[config.mk]
export PLATFORM = sky130hd
export DESIGN_NAME = ula_seq_ctrl
export DESIGN_NICKNAME = d
export VERILOG_FILES = /design/src/rtl/ula_seq_pkg.sv /design/src/rtl/ula_seq_norm.sv /design/src/rtl/ula_seq_ctrl.sv
export SDC_FILE = /design/constraint.sdc
export NUM_CORES = 1
export LEC_CHECK = 0
export CAP_MARGIN = 5
export CELL_PAD_IN_SITES_DETAIL_PLACEMENT = 0
export CELL_PAD_IN_SITES_GLOBAL_PLACEMENT = 1
export CORE_MARGIN = 3
export CORE_UTILIZATION = 33
export CTS_BUF_LIST = sky130_fd_sc_hd__clkbuf_8
export CTS_CLUSTER_SIZE = 40
export DETAILED_ROUTE_END_ITERATION = 8
export GPL_ROUTABILITY_DRIVEN = 0
export GPL_TIMING_DRIVEN = 0
export PLACE_DENSITY_LB_ADDON = 0.15
export SLEW_MARGIN = 20
export SYNTH_ARGS = -nofsm -noshare
export SYNTH_HDL_FRONTEND = slang
export SYNTH_SLANG_ARGS = --single-unit
[constraint.sdc]
create_clock -name clock -period 1.65 [get_ports clock]
set_input_delay 0.165 -clock clock [delete_from_list [all_inputs] [get_ports clock]]
set_output_delay 0.165 -clock clock [all_outputs]
set_load 0.005 [all_outputs]
[src/rtl/ula_seq_pkg.sv]
// Shared definitions for the ula sequencer: command codes, FSM states and
// the sign-magnitude widths used between the key decoder and the ula.
package ula_seq_pkg;

    localparam int SM_W    = 8;    // sign-magnitude operand width
    localparam int RES_W   = 9;    // ula result width (sign + 8-bit magnitude)
    localparam int MAG_MAX = 127;  // largest magnitude an operand can hold

    // Command codes from the key decoder; 5..7 are accepted and ignored.
    localparam logic [2:0] CMD_LOAD_A = 3'd0;
    localparam logic [2:0] CMD_LOAD_B = 3'd1;
    localparam logic [2:0] CMD_ADD    = 3'd2;
    localparam logic [2:0] CMD_SUB    = 3'd3;
    localparam logic [2:0] CMD_CLEAR  = 3'd4;

    typedef enum logic [1:0] {
        ST_IDLE    = 2'd0,
        ST_EXEC    = 2'd1,
        ST_CAPTURE = 2'd2
    } state_e;

    // Lift an 8-bit operand into result format so one normaliser serves both paths.
    function automatic logic [RES_W-1:0] widen_operand(input logic [SM_W-1:0] op);
        return {op[SM_W-1], 1'b0, op[SM_W-2:0]};
    endfunction

endpackage

[src/rtl/ula_seq_norm.sv]
// Combinational result normaliser: folds -0 to +0, flags magnitudes above
// 127 and, when ULA_SEQ_SAT_EN is defined, clamps them to 127 keeping the sign.
// fits tells the caller whether res can be written back into an 8-bit operand.
module ula_seq_norm
    import ula_seq_pkg::*;
(
    input  logic [RES_W-1:0] raw,
    output logic [RES_W-1:0] res,
    output logic             ovf,
    output logic             fits
);

    // Overflow detect, optional saturation, then -0 fold
    always_comb begin
        ovf  = raw[SM_W-1:0] > 8'(MAG_MAX);
        res  = raw;
        fits = ~ovf;
`ifdef ULA_SEQ_SAT_EN
        if (ovf) begin
            res  = {raw[RES_W-1], 8'(MAG_MAX)};
            fits = 1'b1;
        end
`else
        // Raw result passes through; an overflowed value cannot be reloaded.
`endif
        if (raw[SM_W-1:0] == 8'h00) begin
            res = '0;
        end
    end

endmodule

[src/rtl/ula_seq_ctrl.sv]
// Sequencer between the remote-control key decoder and the ula add/sub ALU.
// Loads operands, launches ADD/SUB, waits ALU_LAT+1 cycles, captures and
// normalises the result, and writes it back to alu_a for chained operations.
// Build option: ULA_SEQ_SAT_EN saturates overflowed results to magnitude 127.
module ula_seq_ctrl
    import ula_seq_pkg::*;
#(
    parameter int ALU_LAT = 1
) (
    input  logic              clock,
    input  logic              reset_n,
    input  logic              cmd_valid,
    output logic              cmd_ready,
    input  logic [2:0]        cmd_code,
    input  logic [SM_W-1:0]   cmd_data,
    output logic [SM_W-1:0]   alu_a,
    output logic [SM_W-1:0]   alu_b,
    output logic              alu_op,
    input  logic [RES_W-1:0]  alu_r,
    output logic              res_valid,
    output logic [RES_W-1:0]  res_data,
    output logic              ovf,
    output logic              err,
    output logic              busy
);

    localparam int              CNT_W    = (ALU_LAT < 1) ? 1 : $clog2(ALU_LAT + 1);
    localparam logic [CNT_W-1:0] CNT_LAST = CNT_W'(ALU_LAT);

    state_e           state, state_next;
    logic [CNT_W-1:0] cnt, cnt_next;
    logic             accept;
    logic             is_alu_cmd;
    logic [RES_W-1:0] norm_in, norm_res;
    logic             norm_ovf, norm_fits;
    logic [SM_W-1:0]  norm_operand;

    assign busy       = ~cmd_ready;
    assign accept     = cmd_valid && cmd_ready;
    assign is_alu_cmd = (cmd_code == CMD_ADD) || (cmd_code == CMD_SUB);

    // The normaliser sees the ula result while capturing, the incoming operand otherwise.
    assign norm_in      = (state == ST_CAPTURE) ? alu_r : widen_operand(cmd_data);
    assign norm_operand = {norm_res[RES_W-1], norm_res[SM_W-2:0]};

    ula_seq_norm u_norm (
        .raw  (norm_in),
        .res  (norm_res),
        .ovf  (norm_ovf),
        .fits (norm_fits)
    );

    // FSM state and latency counter registers
    always_ff @(posedge clock) begin
        if (!reset_n) begin
            state <= ST_IDLE;
            cnt   <= '0;
        end else begin
            state <= state_next;
            cnt   <= cnt_next;
        end
    end

    // Next-state logic: only ADD/SUB leave IDLE; EXEC waits out the ula latency
    always_comb begin
        state_next = state;
        cnt_next   = cnt;
        cmd_ready  = 1'b0;
        case (state)
            ST_IDLE: begin
                cmd_ready = 1'b1;
                cnt_next  = '0;
                if (cmd_valid && is_alu_cmd) begin
                    state_next = ST_EXEC;
                end
            end
            ST_EXEC: begin
                if (cnt == CNT_LAST) begin
                    state_next = ST_CAPTURE;
                    cnt_next   = '0;
                end else begin
                    cnt_next = cnt + CNT_W'(1);
                end
            end
            ST_CAPTURE: begin
                state_next = ST_IDLE;
            end
            default: begin
                state_next = ST_IDLE;
            end
        endcase
    end

    // Operand, result and flag registers; operands stay frozen outside IDLE/CAPTURE
    always_ff @(posedge clock) begin
        if (!reset_n) begin
            alu_a     <= '0;
            alu_b     <= '0;
            alu_op    <= 1'b0;
            res_valid <= 1'b0;
            res_data  <= '0;
            ovf       <= 1'b0;
            err       <= 1'b0;
        end else begin
            res_valid <= 1'b0;
            case (state)
                ST_IDLE: begin
                    if (accept) begin
                        case (cmd_code)
                            CMD_LOAD_A: alu_a <= norm_operand;
                            CMD_LOAD_B: alu_b <= norm_operand;
                            CMD_ADD,
                            CMD_SUB:    alu_op <= cmd_code[0];
                            CMD_CLEAR: begin
                                alu_a    <= '0;
                                alu_b    <= '0;
                                res_data <= '0;
                                ovf      <= 1'b0;
                                err      <= 1'b0;
                            end
                            default: ;
                        endcase
                    end
                end
                ST_CAPTURE: begin
                    res_valid <= 1'b1;
                    res_data  <= norm_res;
                    ovf       <= norm_ovf;
                    if (norm_ovf) begin
                        err <= 1'b1;
                    end
                    // Accumulate only when the result fits an operand (in range or saturated).
                    if (norm_fits) begin
                        alu_a <= norm_operand;
                    end
                end
                default: ;
            endcase
        end
    end

endmodule
==> flow_metrics.env, run 1 <==
export IMPL_outcome="completed"
export IMPL_syn_instance_count=142
export IMPL_drive_above_1_share_pct=11.8
export IMPL_cp_max_fo=10
export IMPL_clk_latency_ns=0.28
export IMPL_fin_util_pct=52.1
export IMPL_critical_path_class="flop to primary output"
export IMPL_synth_common_cells="dfxtp_1 (31), nor2_1 (10)"
export IMPL_r2r_slack_ns=0.11
export IMPL_ioPinCount=54
export IMPL_cts_buffer_depth=2
export IMPL_min_path_type="flop to flop"
export IMPL_power_density_nw_per_um2=772
export IMPL_finalMaxSlewViolations=0
export IMPL_path_buf_inv=3
export IMPL_cts_buffers=5
export IMPL_clock_sink_count=31
export IMPL_worstMarginPinSlew_ns=0.472
export IMPL_rows=23
export IMPL_grt_max_degree=11
export IMPL_synth_compound_area_share_pct=24.2
export IMPL_ys_warnings_count=0
export IMPL_synthDistinctLibCells=38
export IMPL_final_setup_viol_count=0
export IMPL_required_ns=1.48
export IMPL_cts_root_buf="clkbuf_8"
export IMPL_core_um2=4090
export IMPL_max_cap_violations=0
export IMPL_ys_async_sr_fraction_pct=0
export IMPL_path_clk_slew_ns=0.06
export IMPL_cts_htree_levels=2
export IMPL_ctsHoldBuffers=0
export IMPL_ir_drop_mv=0.314
export IMPL_rsz0062_at_grt="no"
export IMPL_synth_area_um2=1420
export IMPL_io_buffers=53
export IMPL_wl_per_cell_um=16.2
export IMPL_hold_violations=0
export IMPL_totalWireLength_um=4090
export IMPL_worstPathArrival_ns=1.40
export IMPL_slew_limit_headroom_pct=68.5
export IMPL_netlist_area_leader_share_pct=43.8
export IMPL_dieHeight_um=71.5
export IMPL_ant_nets=0
export IMPL_die_w_um=71.5
export IMPL_grt_pass1_vias=1367
export IMPL_synth_edff_count=0
export IMPL_skew_ns=0.00694
export IMPL_synth_top_family_by_area="compound AO/OA/AOI/OAI gates"
export IMPL_fin_ws_ns=0.0877
export IMPL_place_ws_ns=-0.186
export IMPL_n_antenna_cell=0
export IMPL_yosys_area_share_adder_pct=0
export IMPL_num_nets_final=225
export IMPL_yosysTopAreaCell="dfxtp_1"
export IMPL_muxShareOfSynthArea_pct=5.65
export IMPL_ys_ff_latch=31
export IMPL_vias=1350
export IMPL_postCtsSetupRepairBufs=0
export IMPL_yosysMostFrequentCell="dfxtp_1"
export IMPL_area_delta_synth_final_pct=50.3
export IMPL_grtUsageTotal_pct=17.0
export IMPL_viasPerCell=5.34
export IMPL_cp_cell_sequence="buf_6 > nor2_4 > inv_1 > clkdlybuf4s50_1"
export IMPL_die_area_um2=5120
export IMPL_avgSynthCellArea_um2=9.98
export IMPL_period_share_pct=94.7
export IMPL_power_leakage_nw=0.803
export IMPL_start_util_pct=34.7
export IMPL_cp_end_kind="primary output"
export IMPL_dp_hpwl_um=3120
export IMPL_overflow=0
export IMPL_drtIter0Drc=83
export IMPL_fmax_ghz=0.640
export IMPL_hold_slack_ns=0.467
export IMPL_synth_simple_area_share_pct=20.9
export IMPL_synth_area_leaders="dfxtp_1 (44%), a32o_1 (5.6%), mux2i_1 (5.6%), a221oi_1 (4.3%), o2bb2ai_1 (4.3%)"
export IMPL_synth_fp_nets=165
export IMPL_synthFlopType="dfxtp_1"
export IMPL_synth_xor_area_share_pct=0.618
export IMPL_cts_tree="built"
export IMPL_setup_worst_path_start_class="flop"
export IMPL_fin_crit_ns=1.56
export IMPL_fill_cells=379
export IMPL_max_stage_delay_ns=0.49
export IMPL_grt_pass1_wl_um=6790
export IMPL_grt_antenna_before_repair=0
export IMPL_ys_seq_area_share_pct=43.8
export IMPL_cp_slowest_cell="clkdlybuf4s50_1"
export IMPL_remaining_drc_errors=0
export IMPL_critical_path_top_delay_family="buffers and inverters"
export IMPL_detail_route_first_pass_iterations=4
worst reg2reg max path: stages, from the launching register on:
cell      delay, ns
dfxtp_1        0.33
buf_4          0.18
nand2b_1       0.11
buf_2          0.18
nand3_1        0.11
and3_1         0.24
a32o_1         0.27
stage by stage:
stage	power [mW]	setup TNS [ns]	area [um2]	instances
after CTS	1.65	0	2110	253
after global placement	1.01	-2.00	2010	245
final	1.64	0	2130	253
after global routing	1.72	0	2130	253
after detailed placement	1.01	-2.08	2010	245
after floorplan	0.873	0	1420	142
state kept, by name, summed over array words and instances, names as in the netlist:
signal and count:
alu_a 8, ovf 1, res_data 8, cnt 1
alu_b 8, res_valid 1, err 1, alu_op 1
state 2
per-layer routing:
metal / track usage [%] / share of wire, % / vias to the layer above
li1: - / - / 657
met1: 21.9 / 45 / 637
met2: 27.0 / 46 / 48
met3: 5.19 / 7.1 / 8
met4: 6.05 / 1.5 / 0
met5: 0 / 0 / -
cells by family after synthesis:
logic type | count (synthesis)
AOI/OAI and AO/OA | 43
xor gates and xnor gates | 1
buffers and inverters | 13
DFF | 31
muxes | 8
and+or+nand+nor | 46
area by class of cell:
class / count / area, um2 / share of cell area, %
Buffer: 11 / 61.3 / 2.88
Clock buffer: 7 / 96.3 / 4.52
Clock inverter: 1 / 3.75 / 0.176
Inverter: 2 / 7.51 / 0.352
Multi-Input combinational cell: 98 / 748 / 35.1
Sequential cell: 31 / 621 / 29.1
Tap cell: 50 / 62.6 / 2.94
Timing Repair Buffer: 53 / 531 / 24.9
cell usage in the layout (no fill, tap or decap), types with 6 or more instances in the layout:
master,Yosys,layout
a32o_1,8,8
and2_1,8,8
clkbuf_8,0,7
clkdlybuf4s50_1,0,53
dfxtp_1,31,31
mux2i_1,8,8
nand2_1,6,6
nor2_1,10,9
o21ai_0,8,8
o2bb2ai_1,7,7
worst paths after layout:
check,startpoint,endpoint,cells past startpoint
worst min register to register,res_data[0],res_data[0],1
worst max-delay path,state[1],busy,4
worst max register to register,state[0],res_data[8],6
worst min-delay path,res_data[0],res_data[0],1
what timing repair did:
item / in CTS / in global routing
endpoints found under the hold margin: 0 / 0
setup endpoints to repair: 2 / 3
gates cloned: 0 / 0
gates resized for setup: 1 / 3
report_power, final:
| part | total [mW] | internal (mW) | switching (mW) |
|---|---|---|---|
| combinational | 0.222 | 0.120 | 0.102 |
| clock | 0.647 | 0.374 | 0.273 |
| sequential | 0.776 | 0.766 | 0.00948 |
No activity file was read; power rests on OpenSTA's default activity.
==> inputs of run 2 (changes only) <==
--- a/config.mk
+++ b/config.mk
@@ -11,6 +11,7 @@
 export CORE_MARGIN = 3
 export CORE_UTILIZATION = 33
 export CTS_BUF_LIST = sky130_fd_sc_hd__clkbuf_8
+export CTS_CLUSTER_DIAMETER = 100
 export CTS_CLUSTER_SIZE = 40
 export DETAILED_ROUTE_END_ITERATION = 8
 export GPL_ROUTABILITY_DRIVEN = 0
==> constraint.sdc (replaced) <==
create_clock -name clock -period 1.5 [get_ports clock]
set_input_delay 0.15 -clock clock [delete_from_list [all_inputs] [get_ports clock]]
set_output_delay 0.15 -clock clock [all_outputs]
set_load 0.005 [all_outputs]
==> run 2 against run 1 <==
Net effect: clock-buffer cell count is the same; register-to-register slack lost 0.05 ns; clock power grew 9.4%; final cell count grew 1.6%; clock skew is essentially flat; combinational power grew 17%; largest power group unchanged; highest routed layer unchanged.
==> flow_metrics.env, run 2 (synthesized netlist as in run 1, its figures left out) <==
export IMPL_outcome="completed"
export IMPL_fill_cells=370
export IMPL_dpl_cell_area_um2=2010
export IMPL_rsz0062_at_grt="yes"
export IMPL_clk_latency_ns=0.28
export IMPL_viasPerCell=5.37
export IMPL_power_frac_clock_pct=38.9
export IMPL_cts_buffers=5
export IMPL_layout_commonest_cell="clkdlybuf4s50_1"
export IMPL_num_nets_final=229
export IMPL_min_path_type="input pin to flop"
export IMPL_path_clk_slew_ns=0.07
export IMPL_p_switching_mw=0.426
export IMPL_cts_buffer_depth=2
export IMPL_worstMarginPinSlew_ns=0.385
export IMPL_skew_ns=0.00740
export IMPL_top_regs="alu_a x8, alu_b x8, res_data x8"
export IMPL_path_buf_inv=2
export IMPL_pwr_share_comb_pct=14.3
export IMPL_vias=1379
export IMPL_drtIter0Drc=73
export IMPL_r2r_slack_ns=0.06
export IMPL_max_cap_violations=0
export IMPL_period_share_pct=95.7
export IMPL_ctsHoldBuffers=0
export IMPL_n_antenna_cell=0
export IMPL_fmax_ghz=0.696
export IMPL_cts_htree_levels=2
export IMPL_max_stage_delay_ns=0.34
export IMPL_critical_path_top_delay_family="buffers and inverters"
export IMPL_critical_path_class="flop to flop"
export IMPL_cp_slowest_cell="dfxtp_2"
export IMPL_die_area_um2=5120
export IMPL_hold_violations=0
export IMPL_globalRouteMet1Util_pct=22.5
export IMPL_drive_above_1_share_pct=17.9
export IMPL_start_util_pct=34.7
export IMPL_finalMaxSlewViolations=0
export IMPL_seq_area_um2=623
export IMPL_worstPathArrival_ns=1.62
export IMPL_seqPwrFrac_pct=46.9
export IMPL_grt_pass1_vias=1382
export IMPL_wl_per_cell_um=16.5
export IMPL_overflow=0
export IMPL_ant_nets=0
export IMPL_grtUsageMet2_pct=27.6
export IMPL_grtUsageTotal_pct=17.4
export IMPL_power_leakage_nw=0.886
export IMPL_clock_sink_count=31
export IMPL_core_um2=4090
export IMPL_dp_hpwl_um=3120
export IMPL_grt_pass1_wl_um=6930
export IMPL_hold_slack_ns=0.338
export IMPL_cts_root_buf="clkbuf_8"
export IMPL_cp_max_fo=10
export IMPL_gr_usage_met3_pct=5.19
export IMPL_final_setup_viol_count=0
export IMPL_fin_crit_ns=1.44
export IMPL_power_density_nw_per_um2=818
export IMPL_multi_input_area_um2=779
export IMPL_ioPinCount=54
export IMPL_setup_worst_path_start_class="flop"
export IMPL_cp_cell_sequence="nor2b_1 > buf_2 > clkbuf_4 > mux2i_1 > o2bb2ai_1 > and2_1"
export IMPL_cp_end_kind="flop"
export IMPL_mostFrequentLayoutCells="clkdlybuf4s50_1 (47), dfxtp_1 (29), nor2_1 (9)"
export IMPL_top_usage_layer="met2"
export IMPL_swShare_pct=23.3
export IMPL_area_delta_synth_final_pct=57.1
export IMPL_totalWireLength_um=4230
export IMPL_final_area_um2=2230
export IMPL_grt_max_degree=11
export IMPL_die_w_um=71.5
export IMPL_cts_tree="built"
export IMPL_detail_route_first_pass_iterations=4
export IMPL_rows=23
export IMPL_p_int_mw=1.40
export IMPL_remaining_drc_errors=0
export IMPL_ir_drop_mv=0.346
export IMPL_slew_limit_headroom_pct=74.3
export IMPL_grt_antenna_before_repair=0
export IMPL_io_buffers=53
export IMPL_dieHeight_um=71.5
export IMPL_required_ns=1.68
-- run 2: metal layers --
metal | share of wire [%] | vias to the layer above
met4 | 1.3 | 0
met5 | 0 | -
li1 | - | 664
met3 | 5.9 | 6
met2 | 48 | 44
met1 | 45 | 665
-- run 2: worst paths after layout --
check / endpoint / startpoint / cells after the start
max: alu_b[3] / state[1] / 6
min: alu_op / cmd_code[0] / 3
max reg2reg: alu_b[3] / state[1] / 6
min reg2reg: res_data[0] / res_data[0] / 1
-- run 2: final cells by class --
cell class / instances / area share, %
timing repair buffer: 57 / 26.1
clock buffer: 7 / 4.33
tap: 50 / 2.81
multi-input combinational: 98 / 35.0
buffer: 11 / 3.31
sequential: 31 / 28.0
clock inverter: 1 / 0.169
inverter: 2 / 0.337
-- run 2: power groups by stage --
stage                     registers [mW]  logic, mW  clock network, mW
after global placement             0.870      0.238                  0
final                              0.854      0.260              0.708
after CTS                          0.853      0.252              0.724
after floorplan                    0.871     0.0894                  0
after global routing               0.856      0.283              0.769
after detailed placement           0.871      0.240                  0
-- run 2: repair_timing --
| action | in CTS | in global routing |
|---|---|---|
| endpoints found under the setup margin | 5 | 27 |
| pin swaps | 1 | 7 |
| gates resized for setup | 7 | 20 |
| cloned | 0 | 0 |
| setup buffers | 3 | 1 |
-- run 2: through the flow --
stage          setup TNS [ns]  utilization (%)  cells  setup slack (ns)  power, mW
6_report                    0             54.5    257            0.0638       1.82
5_1_grt               -0.0669             54.5    257           -0.0221       1.91
4_1_cts                     0             52.9    256           0.00366       1.83
3_5_place_dp            -5.99             49.2    245            -0.321       1.11
3_3_place_gp            -5.92             49.2    245            -0.305       1.11
2_1_floorplan               0                -    142             0.141      0.961
-- run 2: tightest hold or removal path: stages --
cell,delay [ns]
dlymetal6s2s_1,0.21
mux2i_1,0.16
nor2b_1,0.06
==> inputs of run 3 (changes only) <==
--- a/config.mk
+++ b/config.mk
@@ -8,15 +8,16 @@
 export CAP_MARGIN = 5
 export CELL_PAD_IN_SITES_DETAIL_PLACEMENT = 0
 export CELL_PAD_IN_SITES_GLOBAL_PLACEMENT = 1
+export CORE_ASPECT_RATIO = 1.1
 export CORE_MARGIN = 3
 export CORE_UTILIZATION = 33
 export CTS_BUF_LIST = sky130_fd_sc_hd__clkbuf_8
 export CTS_CLUSTER_DIAMETER = 100
-export CTS_CLUSTER_SIZE = 40
+export CTS_CLUSTER_SIZE = 8
 export DETAILED_ROUTE_END_ITERATION = 8
 export GPL_ROUTABILITY_DRIVEN = 0
 export GPL_TIMING_DRIVEN = 0
-export PLACE_DENSITY_LB_ADDON = 0.15
+export PLACE_DENSITY = 0.78
 export SLEW_MARGIN = 20
 export SYNTH_ARGS = -nofsm -noshare
 export SYNTH_HDL_FRONTEND = slang
==> run 3 against run 2 <==
Net effect: setup slack lost 0.0050 ns; highest routed layer unchanged; critical path depth shrank 1; final cell count grew 1.9%; clock skew shrank 0.0046 ns; utilization rose by 0.96 points; critical endpoint is now alu_a[5]; largest power group unchanged.
==> flow_metrics.env, run 3 (synthesized netlist as in run 1, its figures left out) <==
export IMPL_layout_commonest_cell="clkdlybuf4s50_1"
export IMPL_cp_slowest_cell="nor4b_4"
export IMPL_io_buffers=53
export IMPL_clock_sink_count=31
export IMPL_seqPwrFrac_pct=48.7
export IMPL_setup_worst_path_start_class="flop"
export IMPL_final_setup_viol_count=0
export IMPL_vias=1374
export IMPL_cts_htree_levels=2
export IMPL_drtIter0Drc=93
export IMPL_cp_cell_sequence="buf_6 > nor4b_4 > o21bai_4 > a221oi_1 > nor2_1"
export IMPL_fin_crit_ns=1.44
export IMPL_max_cap_violations=0
export IMPL_clk_latency_ns=0.28
export IMPL_worstMarginPinSlew_ns=0.485
export IMPL_critical_path_top_delay_family="compound AO/OA/AOI/OAI gates"
export IMPL_fmax_ghz=0.694
export IMPL_totalWireLength_um=4330
export IMPL_swShare_pct=25.5
export IMPL_p_switching_mw=0.447
export IMPL_multi_input_area_um2=811
export IMPL_cts_buffer_depth=2
export IMPL_period_share_pct=96.1
export IMPL_ir_drop_mv=0.596
export IMPL_finalMaxSlewViolations=0
export IMPL_min_path_type="input pin to flop"
export IMPL_wl_per_cell_um=16.5
export IMPL_r2r_slack_ns=0.06
export IMPL_drive_above_1_share_pct=18.1
export IMPL_cts_root_buf="clkbuf_8"
export IMPL_power_density_nw_per_um2=779
export IMPL_max_stage_delay_ns=0.33
export IMPL_num_nets_final=232
export IMPL_cts_tree="built"
export IMPL_die_area_um2=5120
export IMPL_grtUsageTotal_pct=17.6
export IMPL_power_frac_clock_pct=35.4
export IMPL_area_delta_synth_final_pct=58.6
export IMPL_hold_violations=0
export IMPL_slew_limit_headroom_pct=67.7
export IMPL_critical_path_class="flop to flop"
export IMPL_detail_route_first_pass_iterations=4
export IMPL_ioPinCount=54
export IMPL_start_util_pct=35.0
export IMPL_top_regs="alu_a x8, alu_b x8, res_data x8"
export IMPL_grt_pass1_wl_um=6700
export IMPL_required_ns=1.67
export IMPL_path_clk_slew_ns=0.07
export IMPL_fill_cells=374
export IMPL_dp_hpwl_um=3180
export IMPL_pwr_share_comb_pct=15.9
export IMPL_viasPerCell=5.24
export IMPL_outcome="completed"
export IMPL_ant_nets=0
export IMPL_grt_max_degree=11
export IMPL_final_area_um2=2250
export IMPL_die_w_um=68.5
export IMPL_dieHeight_um=74.7
export IMPL_path_buf_inv=1
export IMPL_seq_area_um2=623
export IMPL_core_um2=4050
export IMPL_overflow=0
export IMPL_cp_max_fo=9
export IMPL_skew_ns=0.00281
export IMPL_grt_antenna_before_repair=0
export IMPL_rsz0062_at_grt="yes"
export IMPL_cts_buffers=5
export IMPL_remaining_drc_errors=0
export IMPL_dpl_cell_area_um2=2010
export IMPL_mostFrequentLayoutCells="clkdlybuf4s50_1 (48), dfxtp_1 (29)"
export IMPL_cp_end_kind="flop"
export IMPL_grt_pass1_vias=1357
export IMPL_p_int_mw=1.30
export IMPL_n_antenna_cell=0
export IMPL_power_leakage_nw=0.900
export IMPL_hold_slack_ns=0.403
export IMPL_rows=24
export IMPL_worstPathArrival_ns=1.61
run 3: cell types whose count changed in the layout (fill, tap and decap cells not counted), moves of 2 or more:
cell,previous run,this run
o2bb2ai_2,3,0
buf_4,5,7
o2bb2ai_1,4,7
clkbuf_8,7,5
run 3: per-stage QoR:
stage,TNS (ns),std cells,total power [mW],setup WS (ns),utilization (%)
after floorplan,0,142,0.961,0.141,-
after global placement,-6.40,247,1.11,-0.275,49.7
after detailed placement,-6.73,247,1.11,-0.305,49.7
after CTS,0,259,1.75,0.00818,53.1
after global routing,-0.0617,262,1.83,-0.0240,55.5
final,0,262,1.75,0.0588,55.5
run 3: repair_timing:
item | CTS | global route
buffers inserted | 4 | 2
hold buffers | 0 | 0
gates resized for setup | 9 | 20
cloned | 0 | 1
pin swaps | 1 | 3
setup endpoints to repair | 4 | 29
run 3: power by group through the flow:
stage	Sequential (mW)	Clock [mW]	Combinational (mW)
after global placement	0.870	0	0.238
after global routing	0.855	0.671	0.299
final	0.853	0.619	0.279
after detailed placement	0.871	0	0.241
after CTS	0.853	0.639	0.255
after floorplan	0.871	0	0.0894
run 3: final timing paths:
| check | startpoint | endpoint | cells after the start |
|---|---|---|---|
| worst max register to register | state[1] | alu_a[5] | 5 |
| worst min-delay path | cmd_code[0] | alu_op | 3 |
| worst min register to register | res_data[5] | res_data[5] | 1 |
| worst max-delay path | state[1] | alu_a[5] | 5 |
run 3: layer usage:
layer,GRT usage (%),part of all wire [%],up-vias
met1,22.5,44,652
met5,0,0,-
met3,3.73,4.6,7
met4,6.62,1.5,0
li1,-,-,672
met2,28.8,50,43
run 3: final cells by class:
cell class | count | share of cell area (%)
well taps | 52 | 2.89
inverters | 2 | 0.334
clock buffers | 5 | 3.06
flip-flops and latches | 31 | 27.7
multi-input cells | 99 | 36.1
repair buffers | 59 | 26.2
clock inverters | 3 | 0.556
plain buffers | 11 | 3.23
run 3: worst reg2reg max path: stages (launching register included):
cell and delay, ns:
dfxtp_2 0.32, buf_6 0.14, nor4b_4 0.33, o21bai_4 0.16, a221oi_1 0.30, nor2_1 0.08
